## src/rtl/game_flow_ctrl.sv

```systemverilog
// game_flow_ctrl: match flow FSM with HP tracking, winner decision and layer ObjectID decode
module game_flow_ctrl #(
  parameter int MAX_HP       = 100,
  parameter int HIT_DMG      = 10,
  parameter int START_FRAMES = 60,
  parameter int OVER_FRAMES  = 180
) (
  input  logic       clk,
  input  logic       rst,
  input  logic       frame_tick,
  input  logic       start_btn,
  input  logic       p1_hit,
  input  logic       p2_hit,
  input  logic       p1_shield,
  input  logic       p2_shield,
  output logic [1:0] state,
  output logic [6:0] p1_hp,
  output logic [6:0] p2_hp,
  output logic [3:0] bg_obj,
  output logic [3:0] caption_obj,
  output logic       caption_valid,
  output logic       play_en,
  output logic [1:0] winner
);
  typedef enum logic [1:0] {IDLE, START, PLAY, OVER} state_t;
  localparam logic [6:0] MHP = 7'(MAX_HP);
  localparam logic [6:0] DMG = 7'(HIT_DMG);
  localparam logic [7:0] SF  = 8'(START_FRAMES);
  localparam logic [7:0] OF  = 8'(OVER_FRAMES);
  state_t st, st_n;
  logic [7:0] cnt, cnt_n, cnt_inc, cnt_tk;
  logic [6:0] d1, d2, h1_n, h2_n;
  logic [1:0] win_n;
  // next HP, saturating counter and next-state selection
  always_comb begin
    d1 = (p1_hit & ~p1_shield) ? (p1_hp > DMG ? p1_hp - DMG : 7'd0) : p1_hp;
    d2 = (p2_hit & ~p2_shield) ? (p2_hp > DMG ? p2_hp - DMG : 7'd0) : p2_hp;
    cnt_inc = (cnt == 8'hff) ? cnt : cnt + 8'd1;
    cnt_tk = frame_tick ? cnt_inc : cnt;
    st_n = st;
    cnt_n = cnt;
    win_n = winner;
    h1_n = p1_hp;
    h2_n = p2_hp;
    case (st)
      IDLE: if (start_btn) begin
        st_n = START;
        cnt_n = 8'd0;
        win_n = 2'b00;
        h1_n = MHP;
        h2_n = MHP;
      end
      START: if (frame_tick && cnt_inc == SF) begin
        st_n = PLAY;
        cnt_n = 8'd0;
      end else cnt_n = cnt_tk;
      PLAY: begin
        h1_n = d1;
        h2_n = d2;
        if (d1 == 7'd0 || d2 == 7'd0) begin
          st_n = OVER;
          cnt_n = 8'd0;
          win_n = {d1 == 7'd0, d2 == 7'd0};
        end
      end
      default: if (cnt >= OF && start_btn) st_n = IDLE;
      else cnt_n = cnt_tk;
    endcase
  end
  // state, counter, winner and HP registers
  always_ff @(posedge clk or posedge rst) begin
    if (rst) begin
      st <= IDLE;
      cnt <= 8'd0;
      winner <= 2'b00;
      p1_hp <= MHP;
      p2_hp <= MHP;
    end else begin
      st <= st_n;
      cnt <= cnt_n;
      winner <= win_n;
      p1_hp <= h1_n;
      p2_hp <= h2_n;
    end
  end
  // layer decode straight from the registered state
  always_comb begin
    state = st;
    play_en = st == PLAY;
    caption_valid = st == START || st == OVER;
    bg_obj = st == IDLE ? 4'd11 : st == START ? 4'd13 : 4'd0;
    caption_obj = st == START ? 4'd12 :
                  st != OVER ? 4'd0 :
                  winner == 2'b01 ? 4'd9 : winner[1] ? 4'd10 : 4'd0;
  end
endmodule

```

## config.mk

```make
export PLATFORM = sky130hd
export DESIGN_NAME = game_flow_ctrl
export DESIGN_NICKNAME = d
export VERILOG_FILES = /design/src/rtl/game_flow_ctrl.sv
export SDC_FILE = /design/constraint.sdc
export NUM_CORES = 1
export LEC_CHECK = 0
export BUFFER_PORTS_ARGS = -buffer_cell sky130_fd_sc_hd__buf_2
export CORE_ASPECT_RATIO = 0.6
export CORE_UTILIZATION = 50
export DETAILED_ROUTE_END_ITERATION = 10
export GPL_TIMING_DRIVEN = 0
export PLACE_DENSITY = 0.86
export SLEW_MARGIN = 10
export SYNTH_ARGS = -nofsm -noshare
export SYNTH_HDL_FRONTEND = slang
export SYNTH_SLANG_ARGS = --single-unit
```

## constraint.sdc

```tcl
create_clock -name clk -period 2.2 [get_ports clk]
set_input_delay 0.11 -clock clk [delete_from_list [all_inputs] [get_ports clk]]
set_output_delay 0.11 -clock clk [all_outputs]
set_load 0.005 [all_outputs]
```

# After elaboration in Yosys (flattened, before gate mapping)

Index checks and enable logic that the tools add are counted.

Flip-flop bits (word level): 26
Latch bits: 0
Memory bits (writable): 0
Memory bits (read-only): 0
Bits of input ports: 8
Memories: 0

$add $sub $neg: 3
$mul: 0
Div/mod/pow operators: 0
Magnitude comparators: 3
Equal/unequal tests: 11
Shifts and indexed selects: 0
Multiplexer cells: 28
Bitwise operators: 4
Reduce and logical (&&, ||, !) cells: 13

Operators by type and width:

| kind                                                                            | count |
|---|---|
| 8-bit 2-to-1 mux                                                                | 6 |
| 7-bit 2-to-1 mux                                                                | 5 |
| 7-bit one-hot mux with 2 select lines                                           | 2 |
| 4-bit 2-to-1 mux                                                                | 6 |
| 8-bit one-hot mux with 3 select lines                                           | 1 |
| 7-bit by 4-bit greater-than comparator with 1-bit output, second input constant | 2 |
| 7-bit logical NOT                                                               | 2 |
| 7-bit by 4-bit subtractor with 7-bit output, second input constant              | 2 |
| 2-bit 2-to-1 mux                                                                | 6 |
| 8-bit by 1-bit adder with 8-bit output, second input constant                   | 1 |
| 8-bit by 6-bit == test with 1-bit output, second input constant                 | 1 |
| 8-bit == test, second input constant                                            | 1 |
| 8-bit >= comparator, second input constant                                      | 1 |
| 2-bit != test, second input constant                                            | 3 |
| 2-bit one-hot mux with 3 select lines                                           | 1 |
| 3-bit AND reduction                                                             | 2 |
| 2-bit by 1-bit == test with 1-bit output, second input constant                 | 2 |
| 2-bit == test, second input constant                                            | 2 |
| 4-bit by 2-bit != test with 1-bit output, second input constant                 | 1 |
| 2-bit one-hot mux with 2 select lines                                           | 1 |
| 4-bit AND reduction                                                             | 1 |
| 4-bit nonzero test                                                              | 1 |
| 1-bit bitwise AND                                                               | 2 |
| 1-bit logical AND                                                               | 2 |
| other kinds (6)                                                                 | 8 |

# Depth between registers and ports, before layout

Gate-level depths: netlist of the first run.

Word-level depth: 7
Mapped depth: 9

# Worst setup path before layout of the first run

No wires, ideal clock.

Kind: register -> register
Start: register p1_hp[2]
End: register st[1] (netlist: state[1])
Arrival time: 2.363 ns
Data required time: 2.075 ns
Path slack: -0.288 ns
Cell stages (with the launch flop): 9
Buffers on the path: 0
Clock period less this slack: 2.488 ns
Path through: dfstp_2 inv_1 ha_1 nand2b_1 o311ai_1 nand2_1 a211o_4 nand4_4 mux2_4

Word-level cells in the longest chain between the ends: 7
Elaborated cells between the ends (all ways): 8

Ends and longest elaborated chain:

| what                                                                                                                    | RTL line | RTL |
|---|---|---|
| start: declaration                                                                                                      | 17       | `output logic [6:0] p1_hp,` |
| start signal: assignment                                                                                                | 82       | `p1_hp <= h1_n;` |
| 7-bit by 4-bit subtractor with 7-bit output or 7-bit by 4-bit greater-than comparator with 1-bit output (tied branches) | 36       | `d1 = (p1_hit & ~p1_shield) ? (p1_hp > DMG ? p1_hp - DMG : 7'd0) : p1_hp;` |
| 7-bit 2-to-1 mux                                                                                                        | 36       |  |
| 7-bit 2-to-1 mux *                                                                                                      | 36       |  |
| 7-bit logical NOT *                                                                                                     | 60       | `if (d1 == 7'd0 \|\| d2 == 7'd0) begin` |
| 1-bit logical OR *                                                                                                      | 60       |  |
| 2-bit by 1-bit != test with 1-bit output (no line) *                                                                    | -        |  |
| 4-bit AND reduction (no line) *                                                                                         | -        |  |
| end signal: assignment                                                                                                  | 79       | `st <= st_n;` |
| end: declaration                                                                                                        | 30       | `state_t st, st_n;` |

Every way passes the cells marked *; elsewhere a longest branch is shown, timed or not.
A chain may end at the register's enable or synchronous reset.

# Worst setup path after layout of the first run

Start: register p2_hp[2]
End: register st[1] (netlist: state[1])

Word-level cells in the longest chain between the ends: 7
Elaborated cells between the ends (all ways): 8

Ends and longest elaborated chain:

| what                                                                                                                    | RTL line | RTL |
|---|---|---|
| start: declaration                                                                                                      | 18       | `output logic [6:0] p2_hp,` |
| start signal: assignment                                                                                                | 83       | `p2_hp <= h2_n;` |
| 7-bit by 4-bit subtractor with 7-bit output or 7-bit by 4-bit greater-than comparator with 1-bit output (tied branches) | 37       | `d2 = (p2_hit & ~p2_shield) ? (p2_hp > DMG ? p2_hp - DMG : 7'd0) : p2_hp;` |
| 7-bit 2-to-1 mux                                                                                                        | 37       |  |
| 7-bit 2-to-1 mux *                                                                                                      | 37       |  |
| 7-bit logical NOT *                                                                                                     | 60       |  |
| 1-bit logical OR *                                                                                                      | 60       |  |
| 2-bit by 1-bit != test with 1-bit output (no line) *                                                                    | -        |  |
| 4-bit AND reduction (no line) *                                                                                         | -        |  |

Marks and branches as above.

==> impl_metrics.yaml, run 1 <==
power_and_ir_drop:
  vdd_drop_max_mv: 0.683
  cellPowerDensity_mw_per_mm2: 1190
  switching_power_w: 0.00146
  power_frac_seq_pct: 25.4
  p_sw_share_pct: 46.1
  power.clock.fraction_pct: 10.1
  p_int_w: 0.00171
  leakage_nw: 1.19
  power_frac_comb_pct: 64.5
clock_tree:
  numCtsBuffers: 3
  clk_latency_ns: 0.28
  root_buffer: "clkbuf_8"
  cts_tree: "yes"
  htree_num_levels: 1
  postCtsHoldBufs: 0
  path_clk_slew_ns: 0.10
  clock_sinks: 26
  clock_path_buffers: 2
yosys:
  synth_cell_types: 57
  ys_seq_area_share_pct: 33.5
  ys_seq_elements: 26
  synth_area_per_cell_sq_um: 8.62
  netlist_instances: 228
  ys.flop_type: "dfrtp_1"
  syn_nets: 245
  synth-async-reset-ratio_pct: 100
  ys_warn_count: 0
  syn_area_sq_mm: 0.00196
  synth_edf_count: 0
sta:
  holdWs_ns: 0.0596
  fin_crit_sh_pct: 109
  clock.fmax_mhz: 416
  report.final.slew_viol_count: 0
  setup_viol: 10
  relSlewSlack_pct: 32.0
  worst_pin_slew_ns: 1.02
  post-route-min-period_ns: 2.40
  hold_viol: 0
  fin_skew_ns: 0.00395
  rsz0062_at_grt: "yes"
  tns_ns: -1.50
  setup_slack_ns: -0.203
layout:
  drive_gt1_share_pct: 41.6
  nets: 304
  antenna_cells: 0
  final_common_cell: "buf_2"
  area_growth_pct: 35.9
  mostFrequentLayoutCells: "36 x buf_2, 23 x nand2_1, 19 x buf_4, 18 x dfrtp_1, 17 x nor2_1"
worst_setup_path:
  worst_ep_required_time_ns: 2.37
  worstPathArrival_ns: 2.57
  cp_max_fo: 5
  path_class: "reg -> reg"
  critPathLaunchType: "flop"
  endpoint_kind: "flop"
routing:
  wirelength_um: 5860
  detail-route-antenna-nets: 0
  wl_per_cell_um: 17.6
  vias: 2056
  dr.pass1.iters: 4
  drt_iter0_drc: 207
  routed_via_density: 6.17
  post-route-drc-count: 0
floorplan:
  initial_utilization_pct: 52.8
  die_width_um: 82.9
  num_io_pins: 36
  coreArea_sq_mm: 0.00372
  die_h_um: 50.6
  die-area_sq_mm: 0.00419
  rows: 17
global_routing:
  grt_busiest_layer: "met1"
  overflow: 0
  grt_pass1_wl_um: 9380
  grt_usage_pct: 28.5
  grt_pass1_vias: 1855
  met3_usage_pct: 5.43
  grt_max_degree: 27
  use_met2_pct: 41.8
  antenna_found_initial: 0
  use_met1_pct: 41.8
placed_design:
  hpwl_um: 3890
  io_buffers: 35
  routabilityCongestion: 0.983
run_status:
  violations: "negative setup slack"
  status: "complete, but fails checks"
min_path:
  timing.hold.worst.class: "in -> async"
run:
  cap_viol_max_count: 0
[cells by family after synthesis]
family,after synthesis,synth area share [%]
AO/OA/AOI/OAI,67,23.7
buffers and inverters,19,4.08
adder cells (fa/ha/maj),9,5.73
AND/OR/NAND/NOR,96,27.5
flip-flops,26,33.5
multiplexers,5,2.87
XOR/XNOR,6,2.68
[final cells by class]
class | count | area [sq um]
Clock buffer | 4 | 55.1
Sequential cell | 26 | 661
Timing Repair Buffer | 55 | 337
Tap cell | 47 | 58.8
Inverter | 12 | 47.5
Multi-Input combinational cell | 183 | 1480
Buffer | 6 | 31.3
Fill cell | 276 | 1050
[power by group through the flow]
| stage | Combinational [W] | Sequential [W] | Clock [W] |
|---|---|---|---|
| finish | 0.00205 | 0.000806 | 0.000322 |
| floorplan | 0.00111 | 0.000768 | 0 |
| global placement | 0.00151 | 0.000783 | 0 |
| global route | 0.00220 | 0.000829 | 0.000351 |
| CTS | 0.00177 | 0.000775 | 0.000324 |
| detailed placement | 0.00157 | 0.000787 | 0 |
[cells in the mapped netlist (all sizes together), types with 2 or more instances]
master  instances  area [sq um]
nor3            6          30.0
o32a            2          21.3
dfrtp          20           500
or2             2          12.5
mux2            2          26.3
nand3           6          30.0
nor2b           3          26.3
clkbuf          4          15.0
nand2b          9          56.3
nand4           5          46.3
and3            2          12.5
xor2            4          35.0
and2            4          25.0
a21boi          4          30.0
o21a            3          22.5
o31ai           6          45.0
xnor2           2          17.5
inv            12          45.0
o21bai          2          15.0
ha              9           113
nor3b           4          30.0
a31o            2          17.5
nor4b           3          41.3
o22ai           2          12.5
nor2           18          67.6
nand2          27           109
mux2i           3          30.0
a32o            2          20.0
o21ai          18          90.1
nor4            2          12.5
buf             3          20.0
or3             2          12.5
o41ai           2          25.0
a21oi          14          70.1
dfstp           6           158
[critical path, stage by stage, from the launching register on]
cell and delay, ns:
dfstp_2 0.56, inv_2 0.05, ha_4 0.16, nand2b_4 0.16, nor3b_4 0.17, xnor2_2 0.16
a31o_4 0.28, a211o_4 0.36, nand4_4 0.09, mux2_4 0.30
[registers in the layout, summed over array words and instances (netlist names)]
| register | count |
|---|---|
| cnt | 8 |
| p1_hp | 7 |
| p2_hp | 7 |
| state | 2 |
| winner | 2 |
[metrics by stage]
step / worst slack (ns) / cell area, sq um / std cells / total power, W / utilization, %
after floorplan: -0.124 / 2040 / 228 / 0.00188 / -
after global placement: -0.219 / 2280 / 310 / 0.00229 / 61.2
after global routing: -0.248 / 2670 / 333 / 0.00338 / 71.7
after detailed placement: -0.261 / 2280 / 310 / 0.00235 / 61.2
final: -0.203 / 2670 / 333 / 0.00318 / 71.7
after CTS: -0.212 / 2490 / 326 / 0.00287 / 66.9
[routing by layer]
metal	routed length, um	vias up	part of all wire (%)
li1	-	945	-
met1	2630	980	45
met2	2630	113	45
met3	435	18	7.4
met4	163	0	2.8
met5	0	-	0
[repair_timing]
action | CTS | global route
endpoints found under the setup margin | 13 | 13
resized for setup | 17 | 27
setup buffers | 13 | 7
endpoints found under the hold margin | 0 | 0
pin swaps | 16 | 13
[final timing paths]
check / from / end / slack [ns] / cells after the start
max: p2_hp[2]$_DFFE_PP1P_ / state[1]$_DFFE_PP0P_ / -0.20 / 9
min: rst / p1_hp[3]$_DFFE_PP0P_ / 0.06 / 2
max reg2reg: p2_hp[2]$_DFFE_PP1P_ / state[1]$_DFFE_PP0P_ / -0.20 / 9
min reg2reg: p1_hp[6]$_DFFE_PP1P_ / p1_hp[6]$_DFFE_PP1P_ / 0.54 / 2
max in group asynchronous: rst / p2_hp[1]$_DFFE_PP0P_ / 1.45 / 2
min in group clk: frame_tick / cnt[2]$_DFFE_PP0P_ / 0.13 / 3
Note: power is estimated with default switching activity, not from simulation.
==> run 2, diff against run 1 <==
--- a/config.mk
+++ b/config.mk
@@ -10,7 +10,10 @@
 export CORE_UTILIZATION = 50
 export DETAILED_ROUTE_END_ITERATION = 10
 export GPL_TIMING_DRIVEN = 0
+export MAX_ROUTING_LAYER = met4
 export PLACE_DENSITY = 0.86
+export RECOVER_POWER = 50
+export SKIP_LAST_GASP = 1
 export SLEW_MARGIN = 10
 export SYNTH_ARGS = -nofsm -noshare
 export SYNTH_HDL_FRONTEND = slang
==> run 2 against run 1 <==
  * The flow still finishes with violations (negative setup slack)
  * Final area decreased by 0.66%
  * Register-to-register slack about the same
  * Cell count decreased by 0.90%
  * Fmax increased by 0.27%
  * Sequential power decreased by 2%
  * Critical endpoint unchanged
  * Largest cell class unchanged
  * Highest routed layer unchanged
==> impl_metrics.yaml, run 2 (synthesis results as in run 1) <==
run_status:
  status: "complete, but fails checks"
  violations: "negative setup slack"
clock_tree:
  clock_sinks: 26
  clock_path_buffers: 2
  path_clk_slew_ns: 0.10
  cts_tree: "yes"
  clk_latency_ns: 0.28
  htree_num_levels: 1
  numCtsBuffers: 3
  root_buffer: "clkbuf_8"
  postCtsHoldBufs: 0
power_and_ir_drop:
  vdd_drop_max_mv: 0.832
  p_sw_share_pct: 44.2
  switching_power_w: 0.00141
  leakage_nw: 1.16
  cellPowerDensity_mw_per_mm2: 1200
  power.clock.fraction_pct: 12.9
  p_int_w: 0.00178
  power_frac_comb_pct: 62.5
  power_frac_seq_pct: 24.7
sta:
  fin_skew_ns: 0.00548
  hold_viol: 0
  worst_pin_slew_ns: 1.01
  post-route-min-period_ns: 2.40
  setup_slack_ns: -0.197
  fin_crit_sh_pct: 109
  rsz0062_at_grt: "yes"
  relSlewSlack_pct: 32.3
  setup_viol: 12
  report.final.slew_viol_count: 0
  clock.fmax_mhz: 417
routing:
  wl_per_cell_um: 16.1
  routed_via_density: 6.02
  drt_iter0_drc: 153
  wirelength_um: 5320
  detail-route-antenna-nets: 0
  post-route-drc-count: 0
  vias: 1987
  dr.pass1.iters: 4
global_routing:
  grt_usage_pct: 26.5
  grt_max_degree: 27
  grt_pass1_vias: 1762
  overflow: 0
  grt_pass1_wl_um: 8670
  antenna_found_initial: 0
layout:
  post-route-util_pct: 71.2
  drive_gt1_share_pct: 41.3
  nets: 301
  regMostFlops: "cnt"
  final_cell_area_sq_mm: 0.00265
  area_growth_pct: 35.0
  largest_reg_flops: 8
  mostFrequentLayoutCells: "34 x buf_2, 22 x nand2_1, 19 x buf_4, 18 x dfrtp_1, 17 x nor2_1"
  instances_no_fill: 330
  seq_area_sq_um: 661
  antenna_cells: 0
  top_regs: "cnt (8), p1_hp (7), p2_hp (7)"
  final_common_cell: "buf_2"
  nFillCells: 275
  multi_input_area_sq_mm: 0.00147
floorplan:
  initial_utilization_pct: 52.8
  rows: 17
  die_h_um: 50.6
  coreArea_sq_mm: 0.00372
  num_io_pins: 36
  die_width_um: 82.9
  die-area_sq_mm: 0.00419
worst_setup_path:
  path_delay_family: "simple AND/OR/NAND/NOR gates"
  critPathLaunchType: "flop"
  r2r_slack_ns: -0.20
  worstPathArrival_ns: 2.57
  worst_ep_required_time_ns: 2.37
  crit_buf_inv: 1
  path_class: "reg -> reg"
  endpoint_kind: "flop"
  cp_cell_sequence: "buf_4, or3_4, a221o_1, nor4b_4, a211o_4, nand4_4, mux2_4"
  cp_max_fo: 4
  cpPeakStageDelay_ns: 0.43
  critical-path-slowest-cell: "dfrtp_1"
placed_design:
  io_buffers: 35
  placed_cells: 310
  hpwl_um: 3620
  routabilityCongestion: 0.962
  place_area_sq_mm: 0.00228
min_path:
  timing.hold.worst.class: "in -> async"
run:
  cap_viol_max_count: 0
run 2: what timing repair did:
action                     4_1_cts  5_1_grt
gates resized for setup         17       23
buffers inserted                11        7
pin swaps                       13        8
setup endpoints to repair       13       13
run 2: worst paths after layout:
| check | startpoint | endpoint | depth (start not counted) |
|---|---|---|---|
| min in group clk | frame_tick | cnt[2]$_DFFE_PP0P_ | 3 |
| max in group asynchronous | rst | cnt[0]$_DFFE_PP0P_ | 2 |
| worst min-delay path | rst | p1_hp[1]$_DFFE_PP0P_ | 2 |
| worst min register to register | p1_hp[6]$_DFFE_PP1P_ | p1_hp[6]$_DFFE_PP1P_ | 2 |
| worst max-delay path | p1_hp[1]$_DFFE_PP0P_ | state[1]$_DFFE_PP0P_ | 7 |
| worst max register to register | p1_hp[1]$_DFFE_PP0P_ | state[1]$_DFFE_PP0P_ | 7 |
run 2: metal layers:
metal | vias to the layer above | track usage [%] | wire length, um
li1 | 941 | - | -
met1 | 977 | 39.8 | 2620
met2 | 63 | 36.9 | 2340
met3 | 6 | 5.43 | 306
met4 | 0 | 4.31 | 51
met5 | - | - | 0
run 2: power groups by stage:
stage          sequential (W)  combinational (W)  clock, W
4_1_cts              0.000769            0.00185  0.000414
5_1_grt              0.000810            0.00216  0.000438
3_5_place_dp         0.000789            0.00155         0
6_report             0.000786            0.00199  0.000411
2_1_floorplan        0.000768            0.00111         0
3_3_place_gp         0.000784            0.00151         0
run 2: final cells by class:
| type | instances | area share [%] |
|---|---|---|
| Sequential cell | 26 | 24.9 |
| Multi-Input combinational cell | 183 | 55.4 |
| Buffer | 5 | 1.04 |
| Timing Repair Buffer | 53 | 12.1 |
| Inverter | 12 | 1.70 |
| Clock inverter | 1 | 1.13 |
| Tap cell | 47 | 2.22 |
| Clock buffer | 3 | 1.56 |
run 2: through the flow:
step	hold WS [ns]	power, W	TNS (ns)	setup slack (ns)
after floorplan	0.146	0.00188	-0.170	-0.124
after global placement	0.383	0.00229	-1.74	-0.235
after detailed placement	0.395	0.00234	-1.96	-0.291
after CTS	0.0879	0.00303	-2.03	-0.246
after global routing	0.138	0.00341	-2.70	-0.279
final	0.0509	0.00319	-1.55	-0.197
==> run 3, diff against run 2 <==
--- a/config.mk
+++ b/config.mk
@@ -5,13 +5,13 @@
 export SDC_FILE = /design/constraint.sdc
 export NUM_CORES = 1
 export LEC_CHECK = 0
-export BUFFER_PORTS_ARGS = -buffer_cell sky130_fd_sc_hd__buf_2
 export CORE_ASPECT_RATIO = 0.6
-export CORE_UTILIZATION = 50
+export CORE_UTILIZATION = 53
 export DETAILED_ROUTE_END_ITERATION = 10
+export DONT_BUFFER_PORTS = 1
 export GPL_TIMING_DRIVEN = 0
 export MAX_ROUTING_LAYER = met4
-export PLACE_DENSITY = 0.86
+export PLACE_DENSITY = 0.81
 export RECOVER_POWER = 50
 export SKIP_LAST_GASP = 1
 export SLEW_MARGIN = 10
==> run 3 against run 2 <==
  * The run still ends with negative setup slack left
  * Die area fell by 5.5%
  * Cell count fell by 13%
  * Clock-buffer cell count did not move
  * Worst hold slack improved by 0.053 ns
  * Sequential share of layout area rose by 2.9 points
  * Fmax fell by 2.8%
  * Via count fell by 8.0%
  * Register-to-register slack got worse by 0.07 ns
==> impl_metrics.yaml, run 3 (synthesis results as in run 1) <==
clock_tree:
  path_clk_slew_ns: 0.10
  clock_sinks: 26
  numCtsBuffers: 3
  cts_tree: "yes"
  clock_path_buffers: 2
  htree_num_levels: 1
  root_buffer: "clkbuf_8"
  clk_latency_ns: 0.28
global_routing:
  grt_pass1_wl_um: 8310
  antenna_found_initial: 0
  use_met1_pct: 41.2
  grt_max_degree: 27
  grt_pass1_vias: 1677
  met3_usage_pct: 6.92
  grt_usage_pct: 28.1
  use_met2_pct: 40.1
  grt_busiest_layer: "met1"
  overflow: 0
power_and_ir_drop:
  cellPowerDensity_mw_per_mm2: 1210
  leakage_nw: 0.979
  vdd_drop_max_mv: 0.893
  p_total_w: 0.00286
floorplan:
  die_width_um: 80.6
  die-area_sq_mm: 0.00396
  die_h_um: 49.2
  initial_utilization_pct: 57.7
  coreArea_sq_mm: 0.00340
  rows: 16
  num_io_pins: 36
routing:
  detail-route-antenna-nets: 0
  post-route-drc-count: 0
  vias: 1829
  drt_iter0_drc: 259
  wl_per_cell_um: 17.5
  routed_via_density: 6.35
  wirelength_um: 5040
  dr.pass1.iters: 5
worst_setup_path:
  critPathLaunchType: "flop"
  cp_cell_sequence: "inv_2, ha_4, xor2_1, nand3_1, a221o_1, nor4b_4, a211o_4, nand4_4, mux2_4"
  cpPeakStageDelay_ns: 0.59
  endpoint_kind: "flop"
  path_class: "reg -> reg"
  path_delay_family: "flip-flops"
  critical-path-slowest-cell: "dfstp_2"
  worstPathArrival_ns: 2.63
  crit_buf_inv: 1
  cp_max_fo: 5
  worst_ep_required_time_ns: 2.36
run_status:
  violations: "negative setup slack"
  status: "complete, but fails checks"
sta:
  setup_viol: 12
  clock.fmax_mhz: 405
  post-route-min-period_ns: 2.47
  hold_viol: 0
  relSlewSlack_pct: 34.3
  fin_crit_sh_pct: 112
  report.final.slew_viol_count: 0
  worst_pin_slew_ns: 0.985
  fin_skew_ns: 0.0100
  rsz0062_at_grt: "yes"
  tns_ns: -2.46
  setup_slack_ns: -0.267
layout:
  drive_gt1_share_pct: 25.1
  final_common_cell: "nand2_1"
  regMostFlops: "cnt"
  mostFrequentLayoutCells: "23 x nand2_1, 19 x dfrtp_1, 18 x nor2_1, 15 x o21ai_0, 14 x a21oi_1"
  nets: 261
  area_growth_pct: 20.6
  largest_reg_flops: 8
  antenna_cells: 0
  top_regs: "cnt (8), p1_hp (7), p2_hp (7)"
run:
  cap_viol_max_count: 0
placed_design:
  routabilityCongestion: 0.979
  hpwl_um: 3520
  io_buffers: 0
min_path:
  timing.hold.worst.class: "in -> reg"
[run 3: per-layer routing]
metal  wire length [um]  part of all wire, %  vias up
met1               2390                   47      869
met3                473                  9.4        4
met2               2170                   43      103
met5                  0                    0        -
li1                   -                    -      853
met4                 12                 0.24        0
[run 3: per-stage QoR]
stage	instance area [sq um]	cells	hold WS [ns]	setup slack (ns)	util [%]
after global routing	2370	288	0.109	-0.373	69.6
final	2370	288	0.103	-0.267	69.6
after floorplan	2040	228	0.146	-0.124	-
after detailed placement	2100	273	0.272	-0.345	61.7
after global placement	2100	273	0.260	-0.283	61.7
after CTS	2330	286	0.0973	-0.221	68.5
[run 3: where the power goes]
part	switching [W]	internal (W)	total, W
Clock	0.000158	0.000244	0.000402
Sequential	0.000217	0.000611	0.000828
Combinational	0.000915	0.000712	0.00163
[run 3: area by class of cell]
cell class / count / area [sq um]
tap: 45 / 56.3
multi-input combinational: 183 / 1410
sequential: 26 / 659
clock buffer: 3 / 41.3
timing repair buffer: 12 / 98.8
clock inverter: 1 / 30.0
inverter: 12 / 45.0
fill: 271 / 1030
buffer: 6 / 31.3
[run 3: path summary, 6_finish.rpt]
path | endpoint | startpoint | slack, ns | cells after the start
setup / recovery | state[1]$_DFFE_PP0P_ | p1_hp[2]$_DFFE_PP1P_ | -0.27 | 9
hold / removal | cnt[1]$_DFFE_PP0P_ | frame_tick | 0.10 | 3
setup reg to reg | state[1]$_DFFE_PP0P_ | p1_hp[2]$_DFFE_PP1P_ | -0.27 | 9
hold reg to reg | p1_hp[6]$_DFFE_PP1P_ | p1_hp[6]$_DFFE_PP1P_ | 0.54 | 2
max in group asynchronous | p1_hp[1]$_DFFE_PP0P_ | rst | 1.05 | 2
min in group asynchronous | p1_hp[3]$_DFFE_PP0P_ | rst | 0.49 | 2
[run 3: timing repair]
item,4_1_cts,5_1_grt
gates resized for setup,16,9
pin swaps,6,11
hold buffers,2,0
buffers inserted,8,2
endpoints found under the setup margin,13,13
hold endpoints to repair,21,0
[run 3: worst min-delay path, cell delays in order]
cell       delay, ns
o21a_1          0.10
nand2_1         0.08
o2bb2ai_2       0.06
